[src/rtl/vga_scan_gen.sv]
// -----------------------------------------------------------------------------
// vga_scan_gen
//
// Raster scan generator. It produces the DrawX/DrawY pixel coordinates seen by
// every per-pixel consumer, plus VGA sync and blank. It also owns RoomNum.
// Game logic requests room changes over a valid/ready handshake. A change is
// applied only at the start of vertical blank, so a frame never tears.
//
// Ports
//   Clk            in   system clock
//   Reset          in   synchronous, active-high reset
//   room_req       in   [2:0] requested room number
//   room_req_valid in   request valid
//   room_req_ready out  request can be accepted (no request pending)
//   pixel_ce       out  pixel-advance enable, high one Clk cycle per pixel
//   DrawX          out  [9:0] current pixel column (0..H_TOTAL-1)
//   DrawY          out  [9:0] current pixel row    (0..V_TOTAL-1)
//   VGA_HS         out  horizontal sync, active low
//   VGA_VS         out  vertical sync, active low
//   VGA_BLANK_N    out  high while inside the visible area
//   frame_start    out  one-cycle pulse when the counters enter (0,0)
//   RoomNum        out  [2:0] current room, stable for a whole frame
// -----------------------------------------------------------------------------
module vga_scan_gen #(
    parameter int       H_VISIBLE  = 640,
    parameter int       H_FRONT    = 16,
    parameter int       H_SYNC     = 96,
    parameter int       H_BACK     = 48,
    parameter int       V_VISIBLE  = 480,
    parameter int       V_FRONT    = 10,
    parameter int       V_SYNC     = 2,
    parameter int       V_BACK     = 33,
    parameter int       CLK_DIV    = 2,
    parameter logic [2:0] RESET_ROOM = 3'd7
) (
    input  logic       Clk,
    input  logic       Reset,
    input  logic [2:0] room_req,
    input  logic       room_req_valid,
    output logic       room_req_ready,
    output logic       pixel_ce,
    output logic [9:0] DrawX,
    output logic [9:0] DrawY,
    output logic       VGA_HS,
    output logic       VGA_VS,
    output logic       VGA_BLANK_N,
    output logic       frame_start,
    output logic [2:0] RoomNum
);

    localparam int H_TOTAL = H_VISIBLE + H_FRONT + H_SYNC + H_BACK;
    localparam int V_TOTAL = V_VISIBLE + V_FRONT + V_SYNC + V_BACK;

    localparam logic [9:0] H_LAST   = 10'(H_TOTAL - 1);
    localparam logic [9:0] V_LAST   = 10'(V_TOTAL - 1);
    localparam logic [9:0] H_VIS    = 10'(H_VISIBLE);
    localparam logic [9:0] V_VIS    = 10'(V_VISIBLE);
    localparam logic [9:0] HS_START = 10'(H_VISIBLE + H_FRONT);
    localparam logic [9:0] HS_END   = 10'(H_VISIBLE + H_FRONT + H_SYNC);
    localparam logic [9:0] VS_START = 10'(V_VISIBLE + V_FRONT);
    localparam logic [9:0] VS_END   = 10'(V_VISIBLE + V_FRONT + V_SYNC);

    // With CLK_DIV=1 the divider collapses to a single bit that stays 0.
    localparam int             DIV_W    = (CLK_DIV > 1) ? $clog2(CLK_DIV) : 1;
    localparam logic [DIV_W-1:0] DIV_LAST = DIV_W'(CLK_DIV - 1);

    logic [DIV_W-1:0] r_div_cnt;
    logic [9:0]       r_x;
    logic [9:0]       r_y;
    logic             r_hs;
    logic             r_vs;
    logic             r_blank_n;
    logic             r_frame_start;
    logic [2:0]       r_room;
    logic             r_pending;
    logic [2:0]       r_pending_room;

    logic             w_pixel_ce;
    logic [9:0]       w_x_nxt;
    logic [9:0]       w_y_nxt;
    logic             w_vblank_edge;
    logic             w_frame_edge;

    assign w_pixel_ce = (r_div_cnt == DIV_LAST);

    // Pixel clock-enable divider.
    always_ff @(posedge Clk) begin
        if (Reset) begin
            r_div_cnt <= '0;
        end else if (w_pixel_ce) begin
            r_div_cnt <= '0;
        end else begin
            r_div_cnt <= r_div_cnt + 1'b1;
        end
    end

    // Next raster position; everything registered below is derived from it
    // so sync/blank line up with the coordinates presented in the same cycle.
    always_comb begin
        w_x_nxt = r_x;
        w_y_nxt = r_y;
        if (w_pixel_ce) begin
            if (r_x == H_LAST) begin
                w_x_nxt = '0;
                w_y_nxt = (r_y == V_LAST) ? 10'd0 : r_y + 10'd1;
            end else begin
                w_x_nxt = r_x + 10'd1;
            end
        end
    end

    // Qualified with pixel_ce so a held (0,0) or (0,V_VISIBLE) is not re-seen.
    assign w_frame_edge  = w_pixel_ce && (w_x_nxt == 10'd0) && (w_y_nxt == 10'd0);
    assign w_vblank_edge = w_pixel_ce && (w_x_nxt == 10'd0) && (w_y_nxt == V_VIS);

    always_ff @(posedge Clk) begin
        if (Reset) begin
            r_x           <= '0;
            r_y           <= '0;
            r_hs          <= 1'b1;
            r_vs          <= 1'b1;
            r_blank_n     <= 1'b1;
            r_frame_start <= 1'b0;
        end else begin
            r_x           <= w_x_nxt;
            r_y           <= w_y_nxt;
            r_hs          <= !((w_x_nxt >= HS_START) && (w_x_nxt < HS_END));
            r_vs          <= !((w_y_nxt >= VS_START) && (w_y_nxt < VS_END));
            r_blank_n     <= (w_x_nxt < H_VIS) && (w_y_nxt < V_VIS);
            r_frame_start <= w_frame_edge;
        end
    end

    // Room handshake. Apply takes priority; since ready is low while a request
    // is pending, an accept can only coincide with the vblank edge when nothing
    // was pending, and that new request then waits for the following frame.
    always_ff @(posedge Clk) begin
        if (Reset) begin
            r_room    <= RESET_ROOM;
            r_pending <= 1'b0;
        end else if (w_vblank_edge && r_pending) begin
            r_room    <= r_pending_room;
            r_pending <= 1'b0;
        end else if (room_req_valid && !r_pending) begin
            r_pending <= 1'b1;
        end
    end

    // Payload register only loads on accept; it needs no reset.
    always_ff @(posedge Clk) begin
        if (room_req_valid && !r_pending && !Reset) begin
            r_pending_room <= room_req;
        end
    end

    assign room_req_ready = !r_pending;
    assign pixel_ce       = w_pixel_ce;
    assign DrawX          = r_x;
    assign DrawY          = r_y;
    assign VGA_HS         = r_hs;
    assign VGA_VS         = r_vs;
    assign VGA_BLANK_N    = r_blank_n;
    assign frame_start    = r_frame_start;
    assign RoomNum        = r_room;

endmodule

[config.mk]
export PLATFORM = sky130hd
export DESIGN_NAME = vga_scan_gen
export DESIGN_NICKNAME = d
export VERILOG_FILES = /design/src/rtl/vga_scan_gen.sv
export SDC_FILE = /design/constraint.sdc
export NUM_CORES = 1
export LEC_CHECK = 0
export ABC_AREA = 1
export CELL_PAD_IN_SITES_DETAIL_PLACEMENT = 0
export CELL_PAD_IN_SITES_GLOBAL_PLACEMENT = 1
export CORE_UTILIZATION = 33
export CTS_CLUSTER_DIAMETER = 40
export DETAILED_ROUTE_END_ITERATION = 16
export GPL_TIMING_DRIVEN = 1
export HOLD_SLACK_MARGIN = 0.03
export PLACE_DENSITY_LB_ADDON = 0.1
export SYNTH_ARGS = -nofsm -noshare
export SYNTH_HDL_FRONTEND = slang
export SYNTH_SLANG_ARGS = --single-unit
[constraint.sdc]
create_clock -name Clk -period 1.8 [get_ports Clk]
set_input_delay 0.18 -clock Clk [delete_from_list [all_inputs] [get_ports Clk]]
set_output_delay 0.18 -clock Clk [all_outputs]
set_load 0.02 [all_outputs]
### Word-level counts from Yosys, hierarchy flattened

Index checks and enable logic that the tools add are counted.

| word-level totals | value |
|---|---|
| flip-flop bits (word level) | 32 |

| cells by class | value |
|---|---|
| reduce and logical (&&, ||, !) cells | 17 |
| eq/ne operators | 3 |
| $lt $le $gt $ge | 6 |
| $add $sub $neg | 3 |
| multiplexer cells | 5 |

Operators with widths:

| kind | count |
|---|---|
| $mux 10 | 5 |
| $add 10x1->10 const B | 2 |
| $eq 10x10->1 const B | 2 |
| $logic_not 10->1 | 2 |
| $lt 10x10->1 const B | 2 |
| $lt 10x9->1 const B | 2 |
| $eq 10x9->1 const B | 1 |
| $ge 10x10->1 const B | 1 |
| $ge 10x9->1 const B | 1 |
| $logic_and 1x1->1 | 9 |
| $logic_not 1->1 | 4 |
| $reduce_or 2->1 | 2 |
| $add 1x1->1 const B | 1 |

### Logic depth before layout (Yosys ltp)

Gate-level depths: netlist of run 1.

| depth | value |
|---|---|
| depth in word-level cells | 8 |
| gate-level depth with buffers | 14 |

### Least setup slack after synthesis of run 1

No wires, ideal clock.

| path | value |
|---|---|
| path kind | reg2reg |
| from | register r_x[0], in the netlist DrawX[0] |
| to | register r_room[0], in the netlist RoomNum[0] |
| path slack | -267 ps |
| data required time | 1678 ps |
| data arrival time | 1945 ps |
| buffers on the path | 0 |
| stages on the path, launching flop included | 11 |
| path through | dfxtp_1 -> ha_1 -> nand4_2 -> nor2_4 -> nand4_1 -> xor2_1 -> nand2_2 -> nor2_4 -> nand3_2 -> nand2_1 -> nand3_1 |

| on the way | value |
|---|---|
| cells in the longest elaborated chain, start to end | 7 |

RTL lines:

| element | line | RTL |
|---|---|---|
| from (decl) | 68 | `logic [9:0] r_x;` |
| from (signal assigned) | 125 | `r_x <= w_x_nxt;` |
| $add 10x1->10 / $eq 10x10->1 (equally long branches) | 107, 103 |  |
| $mux 10 | 103 | `if (r_x == H_LAST) begin` |
| $mux 10 | 102 | `if (w_pixel_ce) begin` |
| $logic_not 10->1 | 114 | `assign w_vblank_edge = w_pixel_ce && (w_x_nxt == 10'd0) && (w_y_nxt == V_VIS);` |
| $logic_and 1x1->1 | 114 |  |
| $logic_and 1x1->1 * | 114 |  |
| $logic_and 1x1->1 * | 141 | `end else if (w_vblank_edge && r_pending) begin` |
| to (signal assigned) | 142 | `r_room <= r_pending_room;` |
| to (decl) | 74 | `logic [2:0] r_room;` |

Mark *: on every way between the ends. The rest lies on a longest branch, timed or not.
A chain may end at the register's enable or synchronous reset.

### Final worst setup path of run 1

Ends and elaborated chain as after synthesis.

==> qor.txt, run 1 <==
outcome: finished, violations left
failing checks: setup timing
Setup WS post-layout: -0.0550 ns
synth cell count leaders: nand2_1 (69), nor2_1 (46), inv_1 (37), dfxtp_1 (29), nand3_1 (29)
count of cell types in the netlist: 31
Final Max Tran Viols: 0
Arr. time, crit path: 2.08 ns
placed cell area: 2750 µm²
Setup TNS: -0.205 ns
H-Tree Level Count: 2
antenna-violating nets left: 0
clk root buf: clkbuf_8
async set-reset flop share out of synthesis: 0%
post-DR wirelength/cell: 12.6 µm
Synth area leader: dfxtp_1
final core occ: 55.3%
die width: 78.2 µm
largest net degree at the start of global routing: 13
CTS sink cnt: 32
chip height: 78.2 µm
antenna violations before repair: 0
global-route wire length before repair: 9580 µm
dpl hpwl: 4410 µm
hold-fix buffers at CTS: 0
Leak: 1.39 nW
share of layout cells above drive strength 1: 33.6%
routability cong.: 0.818
Min Hold Slack: 0.451 ns
Setup crit end kind: flop
Worst Max-Slew Pin Slew: 0.362 ns
Synth area leaders: dfxtp_1 (30%), nand2_1 (14%), nor2_1 (9.0%), nand3_1 (7.6%), inv_1 (7.2%)
number of synthesized flops with an enable pin: 3
Yosys reg bits: 32
critical path class: flop to flop
DRT Wirelength: 5730 µm
Period Utilization, post-route: 103%
Hold Path Class: input pin to flop
number of global-route vias before repair: 2,036
number of port buffers: 34
Final min period: 1.86 ns
post-synthesis sequential area ratio: 35.0%
clk_lat worst skew: 0.28 ns
total number of vias: 2,114
Synth Net Count: 297
critical path required time: 2.02 ns
Initial DRC Count: 95
diodes inserted: 0
GRT Overall Usage: 20.2%
Starting Density: 34.6%
Via-to-Cell Ratio: 4.64
worst vdd ir: 0.302 mV
ys flop type: dfxtp_1
Gate Count Post-Synth: 288
P&R area growth vs syn: 59.9%
Critical Path Source Type: flop
clk slew on worst S/H paths: 0.06 ns
Peak Freq: 539 MHz
most common cell in the synthesized netlist: nand2_1
I/O pin cnt: 35
Num CTS Buffers: 5
post-synth top area share: 30.3%
synthesized cell area: 1920 µm²
Final Hold Fails: 0
Max clock buf depth: 2
syn_area_per_cell: 6.66 µm²
core area: 5540 µm²
Yosys warnings: 0
DRT Pass-1 Iters: 4
grt total ovfl: 0
Die Area: 6120 µm²
CTS tree: done
Max FO, Critical Path: 5
PwrDens: 461 nW/µm²
Core Rows: 27
RSZ-0062 raised after global routing: yes
Final Setup Violations: 6
final net count: 392
relative slew slack: 75.8%
cell area after layout: 3070 µm²
detailed-route DRC error count: 0
clk_skew: 0.00446 ns
max cap viols: 0
-- power breakdown --
| group | switching, mW | internal, mW |
|---|---|---|
| sequential | 0.0100 | 0.726 |
| clock | 0.245 | 0.268 |
| combinational | 0.0881 | 0.0764 |
| total | 0.343 | 1.07 |
-- path summary, 6_finish.rpt --
check / from / end / slack (ns) / depth (start not counted)
max: DrawX[0] / RoomNum[0] / -0.06 / 13
min reg2reg: RoomNum[0] / RoomNum[0] / 0.46 / 2
min: room_req[1] / r_pending_room[1] / 0.45 / 1
max reg2reg: DrawX[0] / RoomNum[0] / -0.06 / 13
-- registers in the layout (all words and copies together) (netlist names) --
signal,count
DrawX,10
DrawY,10
RoomNum,3
r_pending_room,3
VGA_BLANK_N,1
VGA_HS,1
VGA_VS,1
frame_start,1
pixel_ce,1
r_pending,1
-- final cells by class --
| class | instances | area [µm²] |
|---|---|---|
| clock buffer | 7 | 76.3 |
| inverter | 39 | 148 |
| fill | 535 | 2470 |
| tap | 72 | 90.1 |
| timing repair buffer | 94 | 802 |
| clock inverter | 1 | 3.75 |
| sequential | 32 | 701 |
| multi-input combinational | 211 | 1240 |
-- worst max-delay path, cell delays in order (launching register included) --
cell     delay [ns]
dfxtp_4        0.36
ha_4           0.17
nand4_4        0.09
nor2_4         0.17
buf_6          0.12
buf_6          0.08
o21a_1         0.12
nand2_1        0.07
nor2_2         0.13
nand2_2        0.08
nor2_4         0.10
buf_4          0.13
nand4_1        0.10
nand3_1        0.09
-- logic make-up (layout without fill, tap and decap cells) --
kind of cell | Yosys count | in the layout | share of synthesized area, %
simple gates | 190 | 190 | 47.8
buf+inv | 45 | 141 | 9.20
flops | 32 | 32 | 35.0
compound gates | 15 | 15 | 4.64
fa+ha+maj | 3 | 3 | 1.96
xor+xnor | 3 | 3 | 1.37
-- layout by cell type (no fill, tap or decap), types with 2 or more instances in the layout --
cell / instances
a21oi_1: 6
buf_4: 57
buf_6: 3
clkbuf_1: 2
clkbuf_8: 5
clkdlybuf4s50_1: 34
dfxtp_1: 17
dfxtp_2: 6
dfxtp_4: 6
edfxtp_1: 3
ha_4: 2
inv_1: 36
inv_2: 2
nand2_1: 65
nand2_2: 9
nand3_1: 22
nand3_2: 11
nand3_4: 2
nand4_1: 18
nor2_1: 38
nor2_2: 7
nor2_4: 10
o21ai_0: 2
xor2_1: 2
-- what timing repair did --
item                                   CTS  global route
gates resized for setup                 24            21
gates cloned                             0             0
pin swaps                               21            12
setup buffers                            3             4
setup endpoints to repair                6             8
endpoints found under the hold margin    0             0
-- metal layers --
| metal | wire (µm) | track usage (%) |
|---|---|---|
| met3 | 274 | 4.30 |
| met5 | 0 | 0 |
| met1 | 2860 | 27.8 |
| met4 | 47 | 5.19 |
| met2 | 2550 | 31.7 |
-- stage by stage --
stage,cells,setup slack [ns],power (mW)
2_1_floorplan,288,-0.00559,0.831
3_3_place_gp,441,-0.0837,0.917
3_5_place_dp,441,-0.0877,0.915
4_1_cts,452,-0.0551,1.45
5_1_grt,456,-0.171,1.49
6_report,456,-0.0550,1.41
No activity file was read; power rests on OpenSTA's default activity.
==> inputs of run 2 (changes only) <==
TNS_END_PERCENT = 5   (was default)
==> run 2 against run 1 <==
  * The run still ends with setup timing left
  * Sequential share of layout area rose by 0.14 points
  * Final area down 0.61%
  * Worst setup slack improved by 0.0095 ns
  * Highest routed layer unchanged
==> qor.txt, run 2 (synthesis gave the netlist of run 1 again) <==
outcome: finished, violations left (unchanged)
failing checks: setup timing (unchanged)
number of global-route vias before repair: 2,009 (was 2,036)
R2R Path End: frame_start (was RoomNum[0])
H-Tree Level Count: 2 (unchanged)
post-DR wirelength/cell: 12.7 µm (was 12.6 µm)
Initial DRC Count: 104 (was 95)
Setup crit end kind: flop (unchanged)
Max FO, Critical Path: 4 (was 5)
Arr. time, crit path: 2.06 ns (was 2.08 ns)
dpl hpwl: 4410 µm (unchanged)
worst hold path startpoint: room_req[1] (unchanged)
Peak Freq: 542 MHz (was 539 MHz)
largest net degree at the start of global routing: 13 (unchanged)
Core Rows: 27 (unchanged)
die width: 78.2 µm (unchanged)
R2R depth: 13 (unchanged)
CTS sink cnt: 32 (unchanged)
critical path class: flop to flop (unchanged)
total number of vias: 2,117 (was 2,114)
DRT Pass-1 Iters: 4 (unchanged)
Period Utilization, post-route: 103% (about the same)
max cap viols: 0 (unchanged)
I/O pin cnt: 35 (unchanged)
DRT Wirelength: 5750 µm (was 5730 µm)
number of port buffers: 34 (unchanged)
global-route wire length before repair: 9470 µm (was 9580 µm)
critical path required time: 2.01 ns (was 2.02 ns)
Final Setup Violations: 5 (was 6)
CTS tree: done (unchanged)
fill count: 542 (was 535)
Critical Path Source Type: flop (unchanged)
R2R Setup Slk: -0.05 ns (was -0.06 ns)
Hold Path Class: input pin to flop (unchanged)
RSZ-0062 raised after global routing: yes (unchanged)
Final Max Tran Viols: 0 (unchanged)
sequential cell area: 701 µm² (unchanged)
worst reg2reg startpoint: DrawY[0] (was DrawX[0])
Final Hold Fails: 0 (unchanged)
Leak: 1.37 nW (was 1.39 nW)
antenna-violating nets left: 0 (unchanged)
share of layout cells above drive strength 1: 34.3% (was 33.6%)
cell area after layout: 3050 µm² (was 3070 µm²)
worst hold path cell count: 1 (unchanged)
clk slew on worst S/H paths: 0.06 ns (about the same)
chip height: 78.2 µm (unchanged)
routability cong.: 0.818 (unchanged)
antenna violations before repair: 0 (unchanged)
Via-to-Cell Ratio: 4.66 (was 4.64)
clk root buf: clkbuf_8 (unchanged)
Setup TNS: -0.142 ns (was -0.205 ns)
grt total ovfl: 0 (unchanged)
Starting Density: 34.6% (unchanged)
Worst Max-Slew Pin Slew: 0.360 ns (was 0.362 ns)
Setup WS post-layout: -0.0456 ns (was -0.0550 ns)
core area: 5540 µm² (unchanged)
worst vdd ir: 0.303 mV (was 0.302 mV)
hold-fix buffers at CTS: 0 (unchanged)
Max clock buf depth: 2 (unchanged)
clk_skew: 0.00607 ns (was 0.00446 ns)
diodes inserted: 0 (unchanged)
PwrDens: 466 nW/µm² (was 461 nW/µm²)
Die Area: 6120 µm² (unchanged)
Num CTS Buffers: 5 (unchanged)
GRT Overall Usage: 20.0% (was 20.2%)
Endpoint, Worst Hold: r_pending_room[1] (unchanged)
relative slew slack: 75.9% (was 75.8%)
Min Hold Slack: 0.450 ns (was 0.451 ns)
clk_lat worst skew: 0.28 ns (about the same)
detailed-route DRC error count: 0 (unchanged)
Final min period: 1.85 ns (was 1.86 ns)
most frequent cells in the layout: nand2_1 (62), buf_4 (56), nor2_1 (38) (was nand2_1 (65), buf_4 (57), nor2_1 (38))
final net count: 390 (was 392)
P&R area growth vs syn: 58.9% (was 59.9%)
placed cell area: 2750 µm² (unchanged)
area occupied by multi-input gates: 1240 µm² (unchanged)
commonest non-fill, non-tap cell in the layout: nand2_1 (unchanged)
==> run 2: cell count changes in the layout (fill, tap and decap cells not counted), sizes merged <==
cell,before,now
buf,60,58
==> run 2: layout make-up <==
cell class,count,area share (%)
Clock inverter,1,0.123
Tap cell,72,2.96
Clock buffer,7,2.51
Timing Repair Buffer,92,25.7
Multi-Input combinational cell,211,40.9
Inverter,39,4.85
Sequential cell,32,23.0
==> run 2: worst max-delay path by stage <==
stage	from	to	slack, ns	cells after the start
CTS	DrawX[0]	RoomNum[2]	-0.06	10
finish	DrawY[0]	frame_start	-0.05	13
floorplan	DrawX[5]	RoomNum[0]	-0.006	11
global route	DrawX[1]	RoomNum[2]	-0.17	10
detailed placement	DrawX[1]	RoomNum[1]	-0.09	12
global placement	DrawX[1]	RoomNum[0]	-0.08	12
==> run 2: critical path: stages, from the launching register on <==
cell and delay (ns):
dfxtp_2 0.35, inv_1 0.08, ha_2 0.18, nand2_1 0.06, nor2_2 0.09, nand3_2 0.14, nand3_2 0.12, nand2_1 0.07
nor2_2 0.13, nand3_2 0.11, buf_4 0.15, nor2_1 0.08, nand3_1 0.08, nor2_1 0.13
==> run 2: metal layers <==
metal	part of all wire (%)	GRT usage [%]	vias to the layer above	wire length (µm)
met4	0.96	5.19	0	55
met5	0	0	-	0
met2	45	31.1	56	2580
li1	-	-	1116	-
met3	5.2	4.30	7	298
met1	49	27.7	938	2810
==> run 2: metrics by stage <==
| stage | util, % | power [mW] | worst slack (ns) | cells |
|---|---|---|---|---|
| after detailed placement | 49.7 | 0.915 | -0.0877 | 441 |
| after global placement | 49.7 | 0.917 | -0.0837 | 441 |
| after CTS | 52.6 | 1.45 | -0.0559 | 451 |
| after global routing | 55.0 | 1.49 | -0.174 | 454 |
| final | 55.0 | 1.42 | -0.0456 | 454 |
| after floorplan | - | 0.831 | -0.00559 | 288 |
==> run 2: what timing repair did <==
action	4_1_cts	5_1_grt
setup buffers	2	4
pin swaps	13	16
gates resized for setup	17	29
endpoints found under the setup margin	6	7
==> run 2: where the power goes <==
group          total [mW]  internal [mW]  switching [mW]  leakage, nW
logic               0.166         0.0768          0.0890         1.06
clock network       0.518          0.269           0.249       0.0399
registers           0.735          0.726         0.00961        0.270
total                1.42           1.07           0.348         1.37
==> inputs of run 3 (changes only) <==
CORE_MARGIN = 1.5   (was default)
SLEW_MARGIN = 40   (was default)
==> run 3 against run 2 <==
  * The run still ends with setup timing left
  * Critical path depth shrank 1
  * Register-to-register slack lost 0.06 ns
  * Power is 11% higher
  * Critical endpoint is now RoomNum[0]
==> qor.txt, run 3 (synthesis gave the netlist of run 1 again) <==
gr busiest metal: met2 (unchanged)
Worst Max-Slew Pin Slew: 0.327 ns (was 0.360 ns)
Core Rows: 27 (unchanged)
worst vdd ir: 0.406 mV (was 0.303 mV)
Die Area: 6280 µm² (was 6120 µm²)
post-DR wirelength/cell: 12.5 µm (was 12.7 µm)
Hold Path Class: input pin to flop (unchanged)
core area: 5540 µm² (unchanged)
met1 Use GR: 28.7% (was 27.7%)
Final Non-Filler Cells: 462 (was 454)
critical path cell sequence: nor2_4 > nand2_1 > nor2_4 > nand2_2 > nor2_1 > nand4_1 > nand3_4 > nand2_2 > nor2_4 > buf_4 > nand4_1 > nand3_1 (was inv_1 > ha_2 > nand2_1 > nor2_2 > nand3_2 > nand3_2 > nand2_1 > nor2_2 > nand3_2 > buf_4 > nor2_1 > nand3_1 > nor2_1)
global-route wire length before repair: 9540 µm (was 9470 µm)
GR Util met3: 4.14% (was 4.30%)
CP Launch Point: DrawX[6] (was DrawY[0])
internal power: 1.20 mW (was 1.07 mW)
Critical Path Source Type: flop (unchanged)
chip height: 79.2 µm (was 78.2 µm)
critical path required time: 2.03 ns (was 2.01 ns)
share of layout cells above drive strength 1: 35.6% (was 34.3%)
NetSw: 378 µW (was 348 µW)
placed cell area: 2790 µm² (was 2750 µm²)
DRT Wirelength: 5790 µm (was 5750 µm)
CTS sink cnt: 32 (unchanged)
switch share: 23.9% (was 24.5%)
final net count: 398 (was 390)
Num CTS Buffers: 5 (unchanged)
critical path class: flop to flop (unchanged)
I/O pin cnt: 35 (unchanged)
hold-fix buffers at CTS: 0 (unchanged)
Setup crit end kind: flop (unchanged)
cell area after layout: 3170 µm² (was 3050 µm²)
total number of vias: 2,152 (was 2,117)
detailed-route DRC error count: 0 (unchanged)
dpl cells: 446 (was 441)
worst hold path startpoint: room_req[0] (was room_req[1])
GRT Overall Usage: 19.8% (was 20.0%)
crit path buf inv count: 1 (was 2)
clk_skew: 0.0106 ns (was 0.00607 ns)
dpl hpwl: 4500 µm (was 4410 µm)
outcome: finished, violations left (unchanged)
clock network power share: 43.1% (was 36.5%)
Setup WS post-layout: -0.101 ns (was -0.0456 ns)
Initial DRC Count: 118 (was 104)
Peak Freq: 526 MHz (was 542 MHz)
Period Utilization, post-route: 106% (was 103%)
die width: 79.2 µm (was 78.2 µm)
routability cong.: 0.807 (was 0.818)
power share of the combinational group: 10.6% (was 11.7%)
RSZ-0062 raised after global routing: yes (unchanged)
Final Hold Fails: 0 (unchanged)
failing checks: setup timing (unchanged)
H-Tree Level Count: 2 (unchanged)
antenna violations before repair: 0 (unchanged)
most frequent cells in the layout: buf_4 (64), nand2_1 (63), nor2_1 (38) (was nand2_1 (62), buf_4 (56), nor2_1 (38))
crit-path most repeated cell: nor2_4 (was nand3_2)
clk slew on worst S/H paths: 0.07 ns (was 0.06 ns)
P&R area growth vs syn: 65.5% (was 58.9%)
relative slew slack: 78.1% (was 75.9%)
Leak: 1.41 nW (was 1.37 nW)
max cap viols: 0 (unchanged)
CTS tree: done (unchanged)
largest net degree at the start of global routing: 13 (unchanged)
clk root buf: clkbuf_8 (unchanged)
commonest non-fill, non-tap cell in the layout: buf_4 (was nand2_1)
final core occ: 57.3% (was 55.0%)
antenna-violating nets left: 0 (unchanged)
Starting Density: 34.6% (unchanged)
Final min period: 1.90 ns (was 1.85 ns)
Worst path max stage delay: 0.33 ns (was 0.35 ns)
sequential share of power: 46.3% (was 51.8%)
Max clock buf depth: 2 (unchanged)
diodes inserted: 0 (unchanged)
PwrDens: 498 nW/µm² (was 466 nW/µm²)
DRT Pass-1 Iters: 4 (unchanged)
worst reg2reg startpoint: DrawX[6] (was DrawY[0])
grt total ovfl: 0 (unchanged)
number of global-route vias before repair: 1,999 (was 2,009)
Max FO, Critical Path: 5 (was 4)
clk_lat worst skew: 0.29 ns (was 0.28 ns)
Final Max Tran Viols: 0 (unchanged)
Via-to-Cell Ratio: 4.66 (about the same)
Final Total Pwr: 1.58 mW (was 1.42 mW)
Min Hold Slack: 0.456 ns (was 0.450 ns)
number of port buffers: 34 (unchanged)
Final Setup Violations: 6 (was 5)
M2 GR Usage: 29.0% (was 31.1%)
critical path's top delay family: simple AND/OR/NAND/NOR gates (unchanged)
CP max stage cell: dfxtp_2 (unchanged)
Arr. time, crit path: 2.13 ns (was 2.06 ns)
==> run 3: what timing repair did <==
item / in CTS / in global routing
pin swaps: 11 / 24
setup endpoints to repair: 6 / 7
resized for setup: 10 / 42
setup buffers: 1 / 7
==> run 3: stage by stage <==
step           setup TNS (ns)  setup WS (ns)
6_report               -0.357         -0.101
4_1_cts                -0.462         -0.109
5_1_grt                 -1.26         -0.226
3_5_place_dp           -0.517         -0.133
3_3_place_gp           -0.478         -0.107
2_1_floorplan         -0.0168       -0.00559
==> run 3: routing by layer <==
layer / up-vias / wire length [µm]
li1: 1128 / -
met4: 0 / 57
met1: 969 / 2890
met5: - / 0
met3: 4 / 307
met2: 51 / 2540
==> run 3: final cells by class <==
class,instances,area (µm²)
Clock buffer,5,68.8
Clock inverter,3,37.5
Fill cell,556,2370
Inverter,39,146
Multi-Input combinational cell,211,1280
Sequential cell,32,706
Tap cell,72,90.1
Timing Repair Buffer,100,843
==> run 3: path summary, 6_finish.rpt <==
kind	endpoint	slack [ns]	cells after the start
worst min register to register	RoomNum[0]	0.48	2
worst max-delay path	RoomNum[0]	-0.10	12
worst min-delay path	r_pending_room[0]	0.46	1
worst max register to register	RoomNum[0]	-0.10	12
==> run 3: worst register-to-register path: stages (launching register included) <==
cell and delay, ns:
dfxtp_2 0.33, nor2_4 0.14, nand2_1 0.10, nor2_4 0.13, nand2_2 0.11, nor2_1 0.15, nand4_1 0.17, nand3_4 0.13
nand2_2 0.07, nor2_4 0.18, buf_4 0.14, nand4_1 0.10, nand3_1 0.10
==> run 3: power groups by stage <==
stage                     Clock (mW)  Sequential, mW  Combinational [mW]
after floorplan                    0           0.763              0.0680
after global placement             0           0.754               0.162
after detailed placement           0           0.754               0.164
after CTS                      0.707           0.737               0.165
after global routing           0.743           0.733               0.183
final                          0.681           0.732               0.168
